<file path="config.mk">
export PLATFORM = sky130hd
export DESIGN_NAME = hovalaag_stream_core
export DESIGN_NICKNAME = d
export VERILOG_FILES = /design/src/rtl/hovalaag_stream_core.sv
export SDC_FILE = /design/constraint.sdc
export NUM_CORES = 1
export LEC_CHECK = 0
export CAP_MARGIN = 5
export CORE_MARGIN = 2
export CORE_UTILIZATION = 25
export CTS_BUF_LIST = sky130_fd_sc_hd__clkbuf_4
export DETAILED_ROUTE_END_ITERATION = 10
export PLACE_DENSITY_LB_ADDON = 0.3
export RECOVER_POWER = 100
export REMOVE_ABC_BUFFERS = 1
export SLEW_MARGIN = 20
export SYNTH_ARGS = -nofsm -noshare
export SYNTH_HDL_FRONTEND = slang
export SYNTH_SLANG_ARGS = --single-unit
</file>
<file path="constraint.sdc">
create_clock -name clk -period 5.6 [get_ports clk]
set_input_delay 1.4 -clock clk [delete_from_list [all_inputs] [get_ports clk]]
set_output_delay 1.4 -clock clk [all_outputs]
set_load 0.02 [all_outputs]
</file>
<file path="src/rtl/hovalaag_stream_core.sv">
// Hovalaag CPU core with valid/ready input channels and a FIFO per output channel.
// The core holds the presented instruction (stalls) instead of dropping or inventing data.

module hovalaag_out_fifo #(
    parameter int DEPTH  = 4,
    parameter int DATA_W = 12
) (
    input  logic              clk,
    input  logic              rst,
    input  logic              push_i,
    input  logic [DATA_W-1:0] wdata_i,
    input  logic              ready_i,
    output logic              full_o,
    output logic              valid_o,
    output logic [DATA_W-1:0] data_o
);
    localparam int PW = $clog2(DEPTH);
    localparam int CW = $clog2(DEPTH + 1);

    logic [DATA_W-1:0] mem_q [DEPTH];
    logic [PW-1:0]     wr_q, wr_d, rd_q, rd_d, rd_nx;
    logic [CW-1:0]     cnt_q, cnt_d;
    logic [DATA_W-1:0] head_q, head_d;
    logic              pop;

    // The head entry lives in its own register so out*_data comes straight from a flop.
    always_comb begin
        pop    = ready_i && (cnt_q != '0);
        rd_nx  = rd_q + PW'(1);
        wr_d   = push_i ? wr_q + PW'(1) : wr_q;
        rd_d   = pop ? rd_nx : rd_q;
        cnt_d  = cnt_q + CW'(push_i) - CW'(pop);
        head_d = head_q;
        if (pop) begin
            if (cnt_q > CW'(1)) begin
                head_d = mem_q[rd_nx];
            end else if (push_i) begin
                head_d = wdata_i;
            end
        end else if ((cnt_q == '0) && push_i) begin
            head_d = wdata_i;
        end
    end

    always_ff @(posedge clk) begin
        if (rst) begin
            wr_q   <= '0;
            rd_q   <= '0;
            cnt_q  <= '0;
            head_q <= '0;
        end else begin
            wr_q   <= wr_d;
            rd_q   <= rd_d;
            cnt_q  <= cnt_d;
            head_q <= head_d;
        end
    end

    always_ff @(posedge clk) begin
        if (push_i) begin
            mem_q[wr_q] <= wdata_i;
        end
    end

    assign full_o  = (cnt_q == CW'(DEPTH));
    assign valid_o = (cnt_q != '0);
    assign data_o  = head_q;
endmodule

module hovalaag_stream_core #(
    parameter int OUT_DEPTH = 4,
    parameter bit IN_STALL  = 1'b1
) (
    input  logic        clk,
    input  logic        rst,
    input  logic [31:0] instr,
    output logic [7:0]  pc,
    input  logic [11:0] in1_data,
    input  logic [11:0] in2_data,
    input  logic        in1_valid,
    input  logic        in2_valid,
    output logic        in1_ready,
    output logic        in2_ready,
    output logic [11:0] out1_data,
    output logic [11:0] out2_data,
    output logic        out1_valid,
    output logic        out2_valid,
    input  logic        out1_ready,
    input  logic        out2_ready,
    output logic        stall,
    output logic [11:0] a_dbg,
    output logic [11:0] b_dbg,
    output logic [11:0] c_dbg,
    output logic [11:0] d_dbg
);
    logic [11:0] a_q, a_d, b_q, b_d, c_q, c_d, d_q, d_d, w_q, w_d;
    logic        f_q, f_d;
    logic [7:0]  pc_q, pc_d, pc_inc, l;
    logic signed [12:0] a13, b13, c13;
    logic [12:0] res;
    logic [11:0] m, k, sel_data;
    logic        nf, ch2, rd_in, sel_valid, full_sel, hold, exec;
    logic        full1, full2, push1, push2;

    function automatic logic [12:0] alu(input logic [3:0] op, input logic signed [12:0] a,
                                        input logic signed [12:0] b, input logic signed [12:0] c,
                                        input logic f);
        logic signed [12:0] fx;
        fx = $signed({12'd0, f});
        case (op)
            4'd0:    alu = a;
            4'd1:    alu = b;
            4'd2:    alu = c;
            4'd3:    alu = a + b;
            4'd4:    alu = a - b;
            4'd5:    alu = b - a;
            4'd6:    alu = a + b + fx;
            4'd7:    alu = a - b - fx;
            4'd8:    alu = a & b;
            4'd9:    alu = a | b;
            4'd10:   alu = a ^ b;
            4'd11:   alu = ~a;
            4'd12:   alu = a + 13'sd1;
            4'd13:   alu = a - 13'sd1;
            4'd14:   alu = a <<< 1;
            default: alu = -a;
        endcase
    endfunction

    always_comb begin
        a13       = $signed({a_q[11], a_q});
        b13       = $signed({b_q[11], b_q});
        c13       = $signed({c_q[11], c_q});
        res       = alu(instr[31:28], a13, b13, c13, f_q);
        m         = res[11:0];
        nf        = res[12];
        k         = instr[12] ? instr[11:0] : {{6{instr[11]}}, instr[11:6]};
        l         = instr[12] ? instr[7:0] : {2'b00, instr[5:0]};
        ch2       = instr[13];
        rd_in     = (instr[27:26] == 2'b11);
        sel_valid = ch2 ? in2_valid : in1_valid;
        sel_data  = ch2 ? in2_data : in1_data;
        full_sel  = ch2 ? full2 : full1;
        // A full FIFO holds the core even while it is being popped: no pass-through.
        hold      = (rd_in && IN_STALL && !sel_valid) || (instr[14] && full_sel);
        exec      = !rst && !hold;

        case (instr[27:26])
            2'b01:   a_d = m;
            2'b10:   a_d = d_q;
            2'b11:   a_d = sel_data;
            default: a_d = a_q;
        endcase
        case (instr[25:24])
            2'b01:   b_d = m;
            2'b10:   b_d = a_q;
            2'b11:   b_d = k;
            default: b_d = b_q;
        endcase
        case (instr[23:22])
            2'b01:   c_d = m;
            2'b10,
            2'b11:   c_d = c_q - 12'd1;
            default: c_d = c_q;
        endcase
        d_d = instr[21] ? a_q : d_q;
        case (instr[20:19])
            2'b01:   w_d = m;
            2'b10:   w_d = a_q;
            2'b11:   w_d = k;
            default: w_d = w_q;
        endcase
        case (instr[18:17])
            2'b01:   f_d = (res == 13'd0);
            2'b10:   f_d = nf;
            2'b11:   f_d = !nf && (m != 12'd0);
            default: f_d = f_q;
        endcase

        pc_inc = pc_q + 8'd1;
        case (instr[16:15])
            2'b01:   pc_d = l;
            2'b10:   pc_d = f_q ? l : pc_inc;
            2'b11:   pc_d = f_q ? pc_inc : l;
            default: pc_d = pc_inc;
        endcase
        // DECNZ branches unless this pass takes C from 1 to 0.
        if ((instr[23:22] == 2'b11) && (c_q != 12'd1)) begin
            pc_d = l;
        end
    end

    always_ff @(posedge clk) begin
        if (rst) begin
            a_q  <= '0;
            b_q  <= '0;
            c_q  <= '0;
            d_q  <= '0;
            w_q  <= '0;
            f_q  <= 1'b0;
            pc_q <= '0;
        end else if (!hold) begin
            a_q  <= a_d;
            b_q  <= b_d;
            c_q  <= c_d;
            d_q  <= d_d;
            w_q  <= w_d;
            f_q  <= f_d;
            pc_q <= pc_d;
        end
    end

    assign push1     = exec && instr[14] && !ch2;
    assign push2     = exec && instr[14] && ch2;
    assign in1_ready = exec && rd_in && !ch2;
    assign in2_ready = exec && rd_in && ch2;
    assign stall     = !rst && hold;

    hovalaag_out_fifo #(.DEPTH(OUT_DEPTH), .DATA_W(12)) u_fifo1 (
        .clk(clk), .rst(rst), .push_i(push1), .wdata_i(w_q), .ready_i(out1_ready),
        .full_o(full1), .valid_o(out1_valid), .data_o(out1_data)
    );

    hovalaag_out_fifo #(.DEPTH(OUT_DEPTH), .DATA_W(12)) u_fifo2 (
        .clk(clk), .rst(rst), .push_i(push2), .wdata_i(w_q), .ready_i(out2_ready),
        .full_o(full2), .valid_o(out2_valid), .data_o(out2_data)
    );

    assign pc    = pc_q;
    assign a_dbg = a_q;
    assign b_dbg = b_q;
    assign c_dbg = c_q;
    assign d_dbg = d_q;
endmodule

</file>
# Word-level counts from Yosys, hierarchy flattened
# Memories as Yosys holds them, arrays and structs flattened.
# Cells that the tools add are included.
# word_totals
mem_count	2
mem_bits_rw	96
reg_bits	107
# mem_list
memory	words	width	rd	rd_ports_with_merged_regs	write_ports	line_no	source
u_fifo1.mem_q	4	12	1	0	1	20	logic [DATA_W-1:0] mem_q [DEPTH];
u_fifo2.mem_q	4	12	1	0	1	20	
# classes
n_lt_le_gt_ge	2
addsub	18
n_mux	27
bitwise	5
n_eq_ne	37
n_reduce_logical	45
# op_table
cell	n
13-bit one-hot mux with 15 select lines	1
12-bit two-way mux	9
12-bit one-hot mux with 3 select lines	3
8-bit two-way mux	4
4-bit equality test (second input constant)	7
12-bit by 12-bit subtractor with 13-bit output	2
2-bit equality test (second input constant)	12
12-bit one-hot mux with 2 select lines	1
8-bit one-hot mux with 3 select lines	1
3-bit nonzero test	6
4-bit by 3-bit equality test with 1-bit output (second input constant)	4
1-bit logical AND	16
2-bit AND reduction	8
12-bit by 12-bit adder with 13-bit output	1
12-bit by 2-bit adder with 13-bit output (second input constant)	1
13-bit by 2-bit adder with 13-bit output	1
13-bit logical NOT	1
12-bit negator with 13-bit output	1
12-bit NOT with 13-bit output	1
12-bit by 2-bit subtractor with 13-bit output (second input constant)	1
13-bit by 2-bit subtractor with 13-bit output	1
12-bit bitwise AND	1
2-bit by 1-bit equality test with 1-bit output (second input constant)	6
12-bit by 1-bit != test with 1-bit output (second input constant)	1
other kinds (23)	44

# Longest topological paths before layout
# logic_depth
word_depth	11
ltp_mapped	17
ltp_nobuf	16

# By module
# Synthesis repeated with hierarchy kept, for this count alone.
# unflattened
cells_unflattened	1613
hier_area_um2	14549.0
# by_module_without_submodules
module	area_per_inst_um2	n_inst	cells_per_inst
hovalaag_stream_core	8871.0	1	1247
hovalaag_out_fifo	2839.0	2	183

# Worst setup path before layout
# Ideal clock, no wire load.
# synth_path
path_kind	input to register
start	input instr[30]
end	register f_q
path_buffers	3
t_arrival_ns	4.971
required_time_ns	5.460
path_slack_ns	0.489
setup_ns	0.140
cell_stages	16
path_cell_list	clkbuf_1 > clkbuf_1 > clkbuf_1 > and3_1 > ha_1 > a211oi_1 > o211ai_1 > a31oi_1 > xnor2_1 > a21oi_1 > o211ai_1 > o32ai_1 > and2_0 > and4_1 > a21bo_1 > a41oi_2
# synth_between
elab_chain_cells	5
elab_cells_between_ends	21
# synth_lines
element	line_no	source
from (decl)	76	input logic [31:0] instr,
4-bit equality test (tied with other cells)	110	case (op)
13-bit one-hot mux with 15 select lines *	110	
12-bit nonzero test or 1-bit logical NOT (tied branches)	176	2'b11: f_d = !nf && (m != 12'd0);
1-bit logical AND	176	
1-bit one-hot mux with 3 select lines *	173	case (instr[18:17])
to (signal assigned)	200	f_q <= 1'b0;
to (signal assigned)	208	f_q <= f_d;
to (decl)	97	logic f_q, f_d;
# Every way passes the cells marked *; elsewhere a longest branch is shown, timed or not.
# A chain may end at the register's enable or synchronous reset.

# Worst setup path after layout
# layout_path
start	input instr[29]
end	register f_q
# Same word-level chain as after synthesis.

==> results by group <==
Clock network
  • H-tree depth: 2
  • Root Buffer: clkbuf_4
  • Hold buffers post-CTS: 0
  • Clk slew on worst S/H paths: 0.06 ns
  • Clk_lat worst skew: 0.67 ns
  • CTS tree: done
  • CTS buffer count: 54
  • Clk buf depth: 3
  • Post-CTS Setup Inserts: 0
  • Cts repair resizes: 0
  • TritonCTS Sinks: 203

Synthesis
  • Seq/Total Area, Yosys: 35.7%
  • Mux share of post-synthesis cell area: 8.55%
  • Area share of and/or/nand/nor cells after synthesis: 16.8%
  • Number of flops mapped to enable cells by yosys: 96
  • Synth Area in Adders: 8.49%
  • Largest family of logic cells by synthesized area: compound AO/OA/AOI/OAI gates
  • Cell variety after synth: 87
  • Post-Synthesis Cells: 1582
  • Synth Area in Compound Gates: 21.8%
  • Synthesis Warnings: 0
  • Synth async-reset ratio: 0%
  • Syn avg cell area: 8.90 um2
  • Mapped cell area: 14100 um2
  • Yosys reg bits: 203
  • Synth Area in XOR/XNOR: 3.48%
  • Main flop type after synthesis: dfxtp_1

Route
  • Final ANT Viol Nets: 0
  • DR vias/cell: 5.22
  • DR vias: 13200
  • Drt wl/cell: 21.2 um
  • DRC: 0
  • First-pass DRT Iterations: 5
  • Wirelength, routed: 53400 um
  • Iteration-0 DRC Markers: 1114

Critical path
  • Crit Path Class: in2reg
  • CP max-delay cell: o32ai_1
  • Crit Path Max Fanout: 7
  • Worst r2r dst: f_q
  • Critical Path Source Type: primary input
  • CP max stage delay: 0.82 ns
  • CP most frequent cell: o211ai_1
  • Crit-path cells: dlygate4sd3_1 > nor2_1 > and3_1 > ha_1 > a211oi_1 > o211ai_1 > a31oi_1 > xnor2_1 > a21oi_1 > o211ai_1 > o32ai_1 > and2_0 > and4_1 > a21bo_1 > a41oi_2
  • Reg-to-Reg Start: b_dbg[1]
  • Arrival @ worst endpoint: 5.75 ns
  • CP required: 6.11 ns
  • Crit. End Element: register
  • Reg2reg path depth: 13
  • R2r setup slk: 0.87 ns
  • Delay-heaviest family, CP: compound AO/OA/AOI/OAI gates
  • Buffer and inverter count on the worst path: 1

Layout
  • Filler Cell Count: 5833
  • Cell area after layout: 17200 um2
  • Commonest non-fill, non-tap cell in the layout: nor2_1
  • Fin nets: 1883
  • Final Non-Filler Cells: 2522
  • Final core occ: 31.0%
  • P&R area growth vs syn: 21.9%
  • Commonest cells after routing, fill and taps aside: nor2_1, nand2_1, o21ai_0, dfxtp_1, edfxtp_1
  • Layout cells sized above 1: 11.1%

Global route
  • Largest net degree at the start of global routing: 78
  • First-pass GRT wire length: 78900 um
  • All-layer global routing usage: 17.9%
  • Initial antenna violation count: 5
  • Vias in the first global route: 12700
  • Remaining global-route overflow: 0

Placed design
  • GP Congestion: 0.969
  • Placed Area: 16500 um2
  • Number of port buffers: 146
  • Post-Place Cells: 2421
  • Setup Slack @ Placement: -0.0627 ns
  • DP HPWL: 40000 um

Power
  • VDD IR max: 0.000127 V
  • PD cells: 384 nW/um2
  • Overall Power: 6.59 mW
  • Pleak: 6.30 nW

Worst hold path
  • Worst min-delay path category: reg2reg
  • Min-Delay Endpoint: d_dbg[4]
  • Hold Crit Depth: 2
  • Min-delay src: d_dbg[4]

Die
  • Initial core utilization: 25.4%
  • Die area: 58200 um2
  • Core area: 55400 um2
  • Placement Rows: 86
  • Die W: 241 um
  • Die H: 241 um
  • I/O pin count: 147

Outcome
  • Status: complete, but fails checks
  • Failing checks: capacitance limit, slew limit

Timing
  • Tcrit/Tclk final: 93.6%
  • Post-route minimum period: 5.24 ns
  • Slew Limit Headroom: -148%
  • Maximum clock rate: 0.191 GHz
  • Max Slew Vio Count: 78
  • Fin Setup TNS: 0 ns
  • Clk_skew: 0.0550 ns
  • RSZ-0062 raised after global routing: false
  • Hold Vio Cnt, Final: 0
  • Hold WS: 0.470 ns
  • Final WS setup: 0.356 ns
  • Final setup fails: 0
  • Worst-Margin Slew: 3.72 ns

Run
  • Max-Cap Viols: 1
## final cells by class
class | instances | area (um2) | share of cell area (%)
Clock buffer | 81 | 608 | 3.54
Inverter | 74 | 278 | 1.62
Timing Repair Buffer | 201 | 1860 | 10.8
Antenna cell | 1 | 2.50 | 0.0146
Multi-Input combinational cell | 1195 | 8360 | 48.7
Sequential cell | 203 | 5020 | 29.3
Tap cell | 748 | 936 | 5.45
Clock inverter | 19 | 104 | 0.605
## layer usage
layer	GRT usage (%)	vias up	routed length [um]	part of all wire, %
met3	2.65	101	3600	6.8
met2	29.2	552	24400	46
li1	-	6195	-	-
met4	7.20	0	2080	3.9
met5	0	-	0	0
met1	23.7	6323	23300	44
## worst min-delay path, cell delays in order, from the launching register on
cell and delay, ns:
dfxtp_1 0.32, nand2_1 0.06, a21oi_1 0.05
## where the power goes
part / internal, mW / switching, mW / leakage (nW)
Sequential: 1.76 / 0.287 / 1.76
Clock: 0.708 / 0.615 / 0.418
Combinational: 1.24 / 1.98 / 4.12
## flip-flops by register name (all words and copies together) (netlist names)
signal / flops
u_fifo1.wr_q: 2
a_dbg: 12
b_dbg: 12
w_q: 12
u_fifo1.rd_q: 2
d_dbg: 12
u_fifo1.data_o: 12
u_fifo2.cnt_q: 3
f_q: 1
u_fifo1.mem_q: 48
u_fifo2.data_o: 12
pc: 8
u_fifo2.rd_q: 2
u_fifo2.mem_q: 48
u_fifo1.cnt_q: 3
u_fifo2.wr_q: 2
c_dbg: 12
## worst max-delay path by stage
stage	from	end	slack (ns)	cells after the start
3_3_place_gp	instr[29]	f_q	0.09	15
5_1_grt	instr[29]	f_q	0.21	15
4_1_cts	instr[13]	stall	0.44	6
2_1_floorplan	instr[31]	f_q	0.92	15
3_5_place_dp	instr[29]	f_q	-0.06	15
6_report	instr[29]	f_q	0.36	15
## cell families (layout without fill, tap and decap cells)
group                      count (synthesis)  in the layout
AOI/OAI and AO/OA                        454            454
xor gates and xnor gates                  56             56
adders and majority gates                 92             92
buffers and inverters                    184            375
DFF                                      203            203
muxes                                     87             87
other                                      0              1
and+or+nand+nor                          506            506
## Yosys cell counts (13+ instances only)
cell type / count / area, um2
a211oi_1: 46 / 345
buf_1: 13 / 48.8
nand2_1: 136 / 510
a221oi_1: 14 / 123
nor3_1: 36 / 180
nor4_1: 13 / 81.3
clkbuf_1: 81 / 304
ha_1: 86 / 1080
inv_1: 74 / 278
o21ai_0: 108 / 541
a31oi_1: 15 / 93.8
mux4_2: 26 / 586
nor2_1: 175 / 657
or3_1: 13 / 81.3
dfxtp_1: 107 / 2140
mux2i_1: 55 / 551
a21oi_1: 90 / 450
edfxtp_1: 96 / 2880
o211ai_1: 74 / 556
nand3_1: 27 / 135
xnor2_1: 41 / 359
xor2_1: 15 / 131
buf_2: 14 / 70.1
nand2b_1: 19 / 119
and3_1: 14 / 87.6
nor2b_1: 17 / 106
No activity file was read; power rests on OpenSTA's default activity.
